`config.mk`:
```
export PLATFORM = sky130hd
export DESIGN_NAME = div64x32_seq
export DESIGN_NICKNAME = d
export VERILOG_FILES = /design/src/rtl/div64x32_seq.sv
export SDC_FILE = /design/constraint.sdc
export NUM_CORES = 1
export LEC_CHECK = 0
export ABC_AREA = 1
export CAP_MARGIN = 0
export CORE_MARGIN = 5
export CORE_UTILIZATION = 50
export DETAILED_ROUTE_END_ITERATION = 6
export GPL_ROUTABILITY_DRIVEN = 0
export HOLD_SLACK_MARGIN = 0.1
export PLACE_DENSITY = 0.81
export SLEW_MARGIN = 40
export SYNTH_ARGS = -nofsm -noshare
export SYNTH_HDL_FRONTEND = slang
export SYNTH_SLANG_ARGS = --single-unit
```
`constraint.sdc`:
```
create_clock -name clk -period 22.7 [get_ports clk]
set_input_delay 3.405 -clock clk [delete_from_list [all_inputs] [get_ports clk]]
set_output_delay 3.405 -clock clk [all_outputs]
set_load 0.05 [all_outputs]
```
`src/rtl/div64x32_seq.sv`:
```
// rtl/div64x32_seq.sv - sequential 64/32 unsigned restoring divider, one quotient bit per clock
// Start/busy handshake; results hold until the next completion or divide-by-zero start.
module div64x32_seq (
   input  logic        clk,
   input  logic        reset,
   input  logic        start,
   input  logic [63:0] a,
   input  logic [31:0] b,
   output logic        busy,
   output logic [63:0] quotient,
   output logic [31:0] remainder,
   output logic        div_by_zero
);

   typedef enum logic {IDLE, RUN} state_t;

   state_t      state_q;
   logic [5:0]  cnt_q;
   logic [63:0] dvd_q;
   logic [31:0] dsr_q;
   logic [31:0] rem_q;
   logic        busy_q;
   logic [63:0] quo_q;
   logic [31:0] rmd_q;
   logic        dbz_q;

   logic [32:0] shift_d;
   logic [31:0] sub_d;
   logic [31:0] rem_d;
   logic        qbit_d;

   // Partial remainder is always below the divisor, so the low 32 bits of the
   // difference are exact; the compare itself uses the full 33-bit shifted value.
   always_comb begin
      shift_d = {rem_q, dvd_q[63]};
      sub_d   = shift_d[31:0] - dsr_q;
      qbit_d  = (shift_d >= {1'b0, dsr_q});
      rem_d   = qbit_d ? sub_d : shift_d[31:0];
   end

   always_ff @(posedge clk or posedge reset) begin
      if (reset) begin
         state_q <= IDLE;
         cnt_q   <= 6'd0;
         dvd_q   <= 64'd0;
         dsr_q   <= 32'd0;
         rem_q   <= 32'd0;
         busy_q  <= 1'b0;
         quo_q   <= 64'd0;
         rmd_q   <= 32'd0;
         dbz_q   <= 1'b0;
      end else begin
         case (state_q)
            IDLE: begin
               if (start) begin
                  if (b != 32'd0) begin
                     dvd_q   <= a;
                     dsr_q   <= b;
                     rem_q   <= 32'd0;
                     cnt_q   <= 6'd0;
                     busy_q  <= 1'b1;
                     state_q <= RUN;
                  end else begin
                     quo_q <= {64{1'b1}};
                     rmd_q <= a[31:0];
                     dbz_q <= 1'b1;
                  end
               end
            end
            RUN: begin
               dvd_q <= {dvd_q[62:0], qbit_d};
               rem_q <= rem_d;
               cnt_q <= cnt_q + 6'd1;
               if (cnt_q == 6'd63) begin
                  quo_q   <= {dvd_q[62:0], qbit_d};
                  rmd_q   <= rem_d;
                  dbz_q   <= 1'b0;
                  busy_q  <= 1'b0;
                  state_q <= IDLE;
               end
            end
            default: state_q <= IDLE;
         endcase
      end
   end

   assign busy        = busy_q;
   assign quotient    = quo_q;
   assign remainder   = rmd_q;
   assign div_by_zero = dbz_q;

endmodule

```
* Yosys cells after proc, flatten, opt, wreduce, memory -nomap -nowiden
Cells that the tools add are included.
** Word-level totals
- Register bits :: 233
- Output and inout port bits :: 98
- Input port bits :: 99
** Cells by class
- Reduce and logical (&&, ||, !) cells :: 5
- Eq/ne operators :: 5
- $add $sub $neg :: 2
- Bitwise logic cells :: 1
- Muxes and demuxes :: 29
- Magnitude comparators :: 1
** Operator list (number)
- two-way mux 64 bit :: 5
- one-hot mux 64 bit (2 select lines) :: 2
- two-way mux 32 bit :: 6
- one-hot mux 32 bit (2 select lines) :: 2
- greater-or-equal comparator 33 x 32 -> 1 bit :: 1
- nonzero test 32 bit :: 1
- subtractor 32 bit :: 1
- two-way mux 6 bit :: 2
- one-hot mux 6 bit (2 select lines) :: 1
- AND reduction 3 bit :: 3
- two-way mux 1 bit :: 8
- adder 6 x 1 -> 6 bit, second input constant :: 1
- equality test 6 bit, second input constant :: 1
- != test 2 bit, second input constant :: 3
- one-hot mux 1 bit (2 select lines) :: 3
- != test 2 x 1 -> 1 bit, second input constant :: 1
- AND reduction 2 bit :: 1
- NOT 1 bit :: 1

* Logic depth before layout (Yosys ltp)
Gate-level depths: netlist of the first run.
- Depth after elaboration :: 4
- Gate-level depth with buffers :: 18
- Depth with buffers taken out :: 17

* Worst setup path after synthesis of the first run
No wires, ideal clock.
- Kind :: input port to flip-flop
- Start :: in b[31]
- End :: reg dsr_q[10]
- Setup time :: 0.121 ns
- Setup slack :: 17.965 ns
- Cell stages on the path :: 13
- Data arrival time :: 4.615 ns
- Path buffers :: 1
- Path through :: nor2_1 -> nand2_1 -> nor3_1 -> nand3_1 -> nor2_1 -> nand2_1 -> nand2_2 -> nor2_1 -> nand2_4 -> inv_4 -> buf_2 -> nand2_1 -> o21ai_1
** Between the ends
- Longest elaborated chain between the ends :: 2
** RTL lines
- from (decl) :: RTL line 8 : input logic [31:0] b,
- nonzero test 32 bit :: RTL line 56 : if (b != 32'd0) begin
- AND reduction 3 bit (no line)
- to (signal assigned) :: RTL line 46 : dsr_q <= 32'd0;
- to (signal assigned) :: RTL line 58 : dsr_q <= b;
- to (decl) :: RTL line 20 : logic [31:0] dsr_q;
No other way between the ends.
A chain may end at the register's enable or synchronous reset.

* Final worst setup path of the first run
- Start :: in b[0]
- End :: reg dsr_q[15]
Same word-level chain as after synthesis.

==> results.yml, run 1 <==
logic_synthesis:
  synth_top_area_share_pct: 44.4
  synth.avg_cell_area_um2: 7.57
  postSynthNetCount: 1867
  ys_ff_latch: 233
  seq_area_frac_synth_pct: 44.4
  synth_cell_type_count: 44
  ys_top_cells_by_area: "dfrtp_1, nand2_1, inv_1"
  yosysWarnings: 0
  synth_area_mm2: 0.0131
  synthCells: 1734
  synth_top_area_cell: "dfrtp_1"
worst_setup_path:
  worstSetupPathType: "input pin to flop"
  ff2ff_path_depth: 10
  r2r_start: "state_q"
  ff2ff_setup_slack_ps: 18900
  startpoint_type: "input pin"
  cp.required_ps: 23100
  r2r_end: "remainder[21]"
  arrival_ps: 6730
  critPathCaptureType: "flop"
  crit_path_max_fanout: 85
sta:
  final.min_clock_period_ps: 6340
  fin_setup_tns_ps: 0
  post-route-period-util_pct: 27.9
  holdWs_ps: 489
  setup_ws_ps: 16360
  rsz0062_at_grt: "no"
  setup_viol: 0
  skew_ps: 9.89
  slew_headroom_pct: 46.5
  hold_viol_final: 0
  worstMarginPinSlew_ps: 801
  slew_violations: 0
  clock.fmax_mhz: 158
finish:
  n_fill_cell: 2296
  diodes: 0
  layout.nets: 2018
  multiInputGateArea_mm2: 0.00572
  area_growth_pct: 22.5
  drive_above_1_share_pct: 6.15
  regArea_mm2: 0.00583
grt:
  grt_pass1_wl_mm: 59.6
  antenna_found_initial: 0
  grt_use_total_pct: 24.6
  grt_pass1_vias: 11900
  overflow: 0
  grt_max_degree: 153
placed_design:
  place_ws_ps: 15670
  io_buffer_count: 196
  place_hpwl_mm: 26.4
min_path:
  worstHoldStart: "dvd_q[5]"
  min_path_type: "flop to flop"
  hold-path-endpoint: "dvd_q[5]"
  hold_depth: 2
drt:
  wl_mm: 36.8
  first_pass_iters: 6
  wl_per_cell_um: 16.4
  drt-initial-drc-count: 1189
  vias_per_cell: 5.42
  drc: 0
  via_count: 12100
  ant_nets: 0
floorplan:
  num_rows: 59
  start_util_pct: 50.5
  coreArea_mm2: 0.0260
  die_y_um: 172
  die_area_mm2: 0.0296
  io_pins: 197
  die_x_um: 172
clock_tree:
  path_clk_slew_ps: 60
  htreeDepth: 1
  cts.sinks: 233
  cts_tree: "built"
  postCtsHoldBufs: 0
  numCtsBuffers: 26
  insertion_delay_ps: 540
  cts_max_path_buffers: 3
  cts_resized: 0
  post_cts_buffers: 0
  clockRootBuffer: "clkbuf_16"
pwr:
  power_density_mw_per_mm2: 186
  design_power_total_mw: 3.00
  p_leak_nw: 8.11
  vdd_ir_drop_max_uv: 105
run_status:
  status: "finished, final reports clean"
flow_run:
  cap_viol_max_count: 0
[synth_stat cells (all sizes together)]
cell    count
nand2     460
inv       298
dfrtp     233
nor2      161
nand3     137
o21ai      69
buf        54
a21oi      53
nand4      45
a31oi      33
ha         33
o211ai     33
or2        32
o221ai     31
clkbuf     25
xor2       15
nor3        8
and2        5
nor4        3
a21o        2
and3        1
clkinv      1
fa          1
nand3b      1
[state kept, by name (all words and copies together), names as in the netlist]
signal	cells
rem_q	32
div_by_zero	1
remainder	32
cnt_q	6
state_q	1
busy	1
dsr_q	32
quotient	64
dvd_q	64
[worst max-delay path, cell delays in order]
cell	delay (ps)
clkdlybuf4s50_1	460
nor2_1	240
nand4_1	230
nand3b_1	280
nor2_1	330
nand2_1	150
nand2_2	290
buf_6	540
nor2_1	170
nand2_4	130
inv_4	220
nand2_1	160
o21ai_1	80
[worst max path at each step]
stage	from	end	slack, ps	cells after the start
5_1_grt	b[0]	dsr_q[15]	16160	13
2_1_floorplan	reset	busy	12910	1
3_5_place_dp	b[0]	dsr_q[20]	15670	13
6_report	b[0]	dsr_q[15]	16360	13
3_3_place_gp	b[0]	dsr_q[15]	15830	13
4_1_cts	b[0]	dsr_q[15]	16200	13
[stage by stage]
stage	instance area (um2)	std cells	util, %
after floorplan	13100	1734	-
after global placement	15100	2191	58.1
after CTS	16100	2238	61.8
after global routing	16100	2238	61.8
final	16100	2238	61.8
after detailed placement	15100	2192	58.3
[layout make-up]
cell class                      instances  share of cell area (%)
Clock inverter                         11                    1.10
Timing Repair Buffer                  202                    12.7
Sequential cell                       233                    36.3
Inverter                              299                    7.12
Clock buffer                           35                    4.57
Tap cell                              335                    2.61
Multi-Input combinational cell       1123                    35.6
[kinds of logic (layout without fill, tap and decap cells)]
logic type               Yosys count  count (layout)  share of synthesized area [%]
XOR/XNOR                          15              15                           1.00
flip-flops                       233             233                           44.4
adder cells (fa/ha/maj)           34              34                           3.30
AO/OA/AOI/OAI                    221             221                           10.5
buffers and inverters            378             547                           12.0
AND/OR/NAND/NOR                  853             853                           28.8
[report_power, final]
part	switching (mW)	internal, mW	leakage, nW	total [mW]
clock network	0.177	0.272	0.445	0.449
logic	1.20	0.603	4.95	1.80
registers	0.122	0.626	2.71	0.748
[cell usage in the layout, fill, tap and decap left out, types with 2 or more instances in the layout]
cell type        count
xor2_1              15
ha_1                33
clkbuf_1             4
clkbuf_8             6
buf_6                2
nand2_4              2
buf_4                2
or2_1                3
inv_4                2
o221ai_1            31
a21o_1               2
nand3_2             19
clkinv_4             2
a21oi_1             52
o21ai_0              3
nor4_1               3
nor2_4               2
and2_1               5
nor3_1               8
nor2_1             154
bufinv_16            4
inv_1              291
clkinv_2             3
o21ai_1             65
nor2_2               5
clkbuf_16           26
nand4_1             45
a31oi_1             32
nand2_2              6
o211ai_1            33
nand2_1            451
or2_2               22
nand3_1            117
dfrtp_1            232
or2_0                7
inv_2                4
clkdlybuf4s50_1    196
[routing by layer]
layer  up-vias  share of wire (%)  GRT usage [%]
met2       545                 46           39.9
met5         -                  0              0
li1       5839                  -              -
met3       117                7.5           3.34
met1      5638                 41           32.8
met4         0                5.2           11.6
Note: power is estimated with default switching activity, not from simulation.
==> inputs of run 2 (changes only) <==
--- a/config.mk
+++ b/config.mk
@@ -12,7 +12,7 @@
 export DETAILED_ROUTE_END_ITERATION = 6
 export GPL_ROUTABILITY_DRIVEN = 0
 export HOLD_SLACK_MARGIN = 0.1
-export PLACE_DENSITY = 0.81
+export PLACE_DENSITY = 0.84
 export SLEW_MARGIN = 40
 export SYNTH_ARGS = -nofsm -noshare
 export SYNTH_HDL_FRONTEND = slang
==> constraint.sdc (replaced) <==
create_clock -name clk -period 5.8 [get_ports clk]
set_input_delay 0.87 -clock clk [delete_from_list [all_inputs] [get_ports clk]]
set_output_delay 0.87 -clock clk [all_outputs]
set_load 0.05 [all_outputs]
==> run 2 against run 1 <==
Net effect:
- final area hardly changed
- non-clock buffer count is 5 higher
- final cell count is 0.13% higher
- largest cell class unchanged
- largest power group unchanged
==> results.yml, run 2 (same netlist as run 1, synthesis figures left out) <==
clock_tree:
  numCtsBuffers: 25
  post_cts_buffers: 0
  htreeDepth: 1
  clockRootBuffer: "clkbuf_16"
  cts_tree: "built"
  path_clk_slew_ps: 60
  postCtsHoldBufs: 0
  insertion_delay_ps: 540
  cts_resized: 0
  cts_max_path_buffers: 3
  cts.sinks: 233
sta:
  hold_viol_final: 0
  holdWs_ps: 490
  rsz0062_at_grt: "no"
  clock.fmax_mhz: 272
  setup_viol: 0
  skew_ps: 14.3
  post-route-period-util_pct: 63.3
  fin_setup_tns_ps: 0
  worstMarginPinSlew_ps: 809
  slew_headroom_pct: 46.0
  final.min_clock_period_ps: 3670
  slew_violations: 0
grt:
  antenna_found_initial: 0
  overflow: 0
  grt_use_total_pct: 24.6
  grt_max_degree: 102
  grt_pass1_vias: 11900
  grt_pass1_wl_mm: 59.6
  grtUsageMet1_pct: 33.2
  grtUsageMet2_pct: 41.1
  busiest_layer: "met2"
  use_met3_pct: 3.38
finish:
  area_growth_pct: 22.5
  layout.nets: 2022
  multiInputGateArea_mm2: 0.00572
  drive_above_1_share_pct: 6.24
  diodes: 0
  fin_util_pct: 61.9
  regArea_mm2: 0.00583
  final_cell_mix: "nand2_1, inv_1, dfrtp_1"
  final_common_cell: "nand2_1"
  n_fill_cell: 2209
  layout.cells.non_filler: 2241
worst_setup_path:
  worstSetupPathType: "input pin to flop"
  crit_path_max_fanout: 64
  ff2ff_setup_slack_ps: 2210
  cp_slowest_cell: "nor4_1"
  critPathCaptureType: "flop"
  arrival_ps: 4060
  startpoint_type: "input pin"
  max_stage_delay_ps: 640
  r2r_start: "state_q"
  crit_buf_inv: 3
  ff2ff_path_depth: 10
  crit_chain: "clkdlybuf4s50_1, nor4_1, nand3b_1, nor2_1, nand2_1, nand2_2, buf_4, nor2_1, nand2_4, inv_4, nand2_1, o21ai_1"
  cpLargestDelayFamily: "simple AND/OR/NAND/NOR gates"
  r2r_end: "dsr_q[5]"
  cp.required_ps: 6190
min_path:
  min_path_type: "flop to flop"
  hold-path-endpoint: "dvd_q[4]"
  worstHoldStart: "dvd_q[4]"
  hold_depth: 2
drt:
  vias_per_cell: 5.43
  drc: 0
  ant_nets: 0
  first_pass_iters: 6
  drt-initial-drc-count: 1175
  wl_mm: 37.2
  wl_per_cell_um: 16.6
  via_count: 12200
pwr:
  p_leak_nw: 8.11
  vdd_ir_drop_max_uv: 388
  power_density_mw_per_mm2: 725
floorplan:
  die_x_um: 172
  die_area_mm2: 0.0296
  coreArea_mm2: 0.0260
  die_y_um: 172
  num_rows: 59
  io_pins: 197
  start_util_pct: 50.5
placed_design:
  place_hpwl_mm: 26.9
  placed_cells: 2196
  io_buffer_count: 196
run_status:
  status: "finished, final reports clean"
flow_run:
  cap_viol_max_count: 0
-- run 2: worst register-to-register path, cell delays in order (launching register included) --
cell	delay, ps
dfrtp_4	950
inv_2	270
buf_4	400
nand2_1	200
nand2_2	220
buf_4	360
nor2_1	280
nand2_4	120
inv_4	430
nand2_1	180
o21ai_1	120
-- run 2: layout make-up --
type | instances | area share [%]
inverters | 299 | 7.04
repair buffers | 207 | 13.3
multi-input cells | 1123 | 35.6
clock buffers | 36 | 4.52
clock inverters | 8 | 0.685
well taps | 335 | 2.61
flip-flops and latches | 233 | 36.3
-- run 2: per-stage QoR --
step                power, mW  cell area, um2  setup WS, ps
floorplan                8.04           13100          1880
global placement         9.64           15100          1840
detailed placement       9.90           15200          1710
CTS                      11.6           16000          2140
global route             12.6           16100          1910
finish                   11.7           16100          2130
-- run 2: report_power, final --
group,switching (mW),internal [mW]
Combinational,4.69,2.38
Clock,0.674,0.962
Sequential,0.503,2.45
-- run 2: worst max path at each step --
stage	from	endpoint	slack, ps	cells after the start
after detailed placement	b[8]	dsr_q[1]	1710	12
after global placement	b[9]	dsr_q[10]	1840	12
after CTS	state_q	quotient[42]	2140	7
after global routing	state_q	dsr_q[2]	1910	10
final	b[13]	dsr_q[5]	2130	12
after floorplan	reset	busy	1880	1
-- run 2: per-layer routing --
| layer | vias to the layer above | part of all wire, % |
|---|---|---|
| met3 | 85 | 7.7 |
| met2 | 535 | 48 |
| li1 | 5841 | - |
| met4 | 0 | 3.7 |
| met1 | 5705 | 41 |
| met5 | - | 0 |
==> inputs of run 3 (changes only) <==
==> constraint.sdc (replaced) <==
create_clock -name clk -period 3.1 [get_ports clk]
set_input_delay 0.465 -clock clk [delete_from_list [all_inputs] [get_ports clk]]
set_output_delay 0.465 -clock clk [all_outputs]
set_load 0.05 [all_outputs]
==> run 3 against run 2 <==
Net effect:
- critical path depth is 1 higher
- highest routed layer unchanged
- clock skew down 5.8 ps
- flip-flop and latch count is the same
- routed wire length decreased by 0.91%
- setup slack worse by 1700 ps
- first-iteration DRC count rose by 6.0%
- critical path type is now flop to flop
==> results.yml, run 3 (same netlist as run 1, synthesis figures left out) <==
clock_tree:
  cts_tree: "built"
  htreeDepth: 1
  numCtsBuffers: 24
  post_cts_buffers: 0
  clockRootBuffer: "clkbuf_16"
  cts_max_path_buffers: 3
  path_clk_slew_ps: 70
  insertion_delay_ps: 530
  postCtsHoldBufs: 0
  cts_resized: 0
  cts.sinks: 233
finish:
  regArea_mm2: 0.00583
  diodes: 0
  stdcell_area_mm2: 0.0161
  final_cell_mix: "nand2_1, inv_1, dfrtp_1"
  final_common_cell: "nand2_1"
  n_fill_cell: 2233
  layout.nets: 2034
  area_growth_pct: 22.9
  drive_above_1_share_pct: 6.83
  multiInputGateArea_mm2: 0.00572
min_path:
  min_path_type: "input pin to async pin"
drt:
  first_pass_iters: 5
  wl_per_cell_um: 16.4
  ant_nets: 0
  drt-initial-drc-count: 1245
  drc: 0
  wl_mm: 36.9
  via_count: 12200
  vias_per_cell: 5.43
sta:
  setup_viol: 0
  worstMarginPinSlew_ps: 704
  rsz0062_at_grt: "no"
  skew_ps: 8.47
  slew_violations: 0
  hold_viol_final: 0
  clock.fmax_mhz: 370
  post-route-period-util_pct: 87.1
  setup_ws_ps: 399
  fin_setup_tns_ps: 0
  slew_headroom_pct: 53.0
  final.min_clock_period_ps: 2700
pwr:
  vdd_ir_drop_max_uv: 872
  design_power_total_mw: 21.7
  power_density_mw_per_mm2: 1350
  p_leak_nw: 8.15
worst_setup_path:
  critPathCaptureType: "flop"
  startpoint_type: "flop"
  worstSetupPathType: "flop to flop"
  cp.required_ps: 3560
  crit_path_max_fanout: 34
  arrival_ps: 3170
floorplan:
  start_util_pct: 50.5
  die_y_um: 172
  io_pins: 197
  coreArea_mm2: 0.0260
  die_area_mm2: 0.0296
  die_x_um: 172
  num_rows: 59
grt:
  grt_max_degree: 167
  overflow: 0
  grt_pass1_vias: 11600
  grt_use_total_pct: 24.4
  grt_pass1_wl_mm: 58.7
  antenna_found_initial: 1
run_status:
  status: "finished, final reports clean"
placed_design:
  place_ws_ps: 84.8
  io_buffer_count: 196
  place_hpwl_mm: 26.6
  place_area_mm2: 0.0153
flow_run:
  cap_viol_max_count: 0
-- run 3: through the flow --
step | hold WS, ps | instances | util [%]
6_report | 234 | 2254 | 62.1
3_3_place_gp | 472 | 2210 | 59.0
2_1_floorplan | 453 | 1734 | -
3_5_place_dp | 476 | 2210 | 59.0
4_1_cts | 230 | 2254 | 62.1
5_1_grt | 260 | 2254 | 62.1
-- run 3: worst paths after layout --
path                       depth (start not counted)            end  slack, ps      start
max                                               13  remainder[10]        400   rem_q[4]
min                                                2      rem_q[29]        230      reset
max reg2reg                                       13  remainder[10]        400   rem_q[4]
min reg2reg                                        2      dvd_q[22]        490  dvd_q[22]
max in group asynchronous                          3   remainder[4]       1950      reset
min in group clk                                   2      dvd_q[22]        490  dvd_q[22]
-- run 3: report_power, final --
part           internal, mW  switching, mW
combinational          4.46           8.88
sequential             4.59          0.821
clock                  1.71           1.24
-- run 3: worst max-delay path, stage by stage (launching register included) --
cell and delay, ps:
dfrtp_1 410, ha_1 360, nand2_1 130, nor2_1 220, nand3_1 120, nand3_2 150
nand2_2 70, nand2_2 100, nand3_4 280, nand2_8 360, nand3_1 170, nand3_1 140
nand2_1 60, inv_1 50
-- run 3: per-layer routing --
metal | vias up | part of all wire (%) | track usage, %
met5 | - | 0 | 0
met4 | 0 | 4.2 | 8.92
met3 | 92 | 6.9 | 2.95
met2 | 494 | 47 | 40.3
met1 | 5779 | 42 | 33.3
li1 | 5872 | - | -
-- run 3: final cells by class --
cell class	instances	share of cell area, %
Sequential cell	233	36.2
Clock inverter	13	0.977
Tap cell	335	2.60
Multi-Input combinational cell	1123	35.5
Timing Repair Buffer	220	13.8
Inverter	299	7.00
Clock buffer	31	3.95
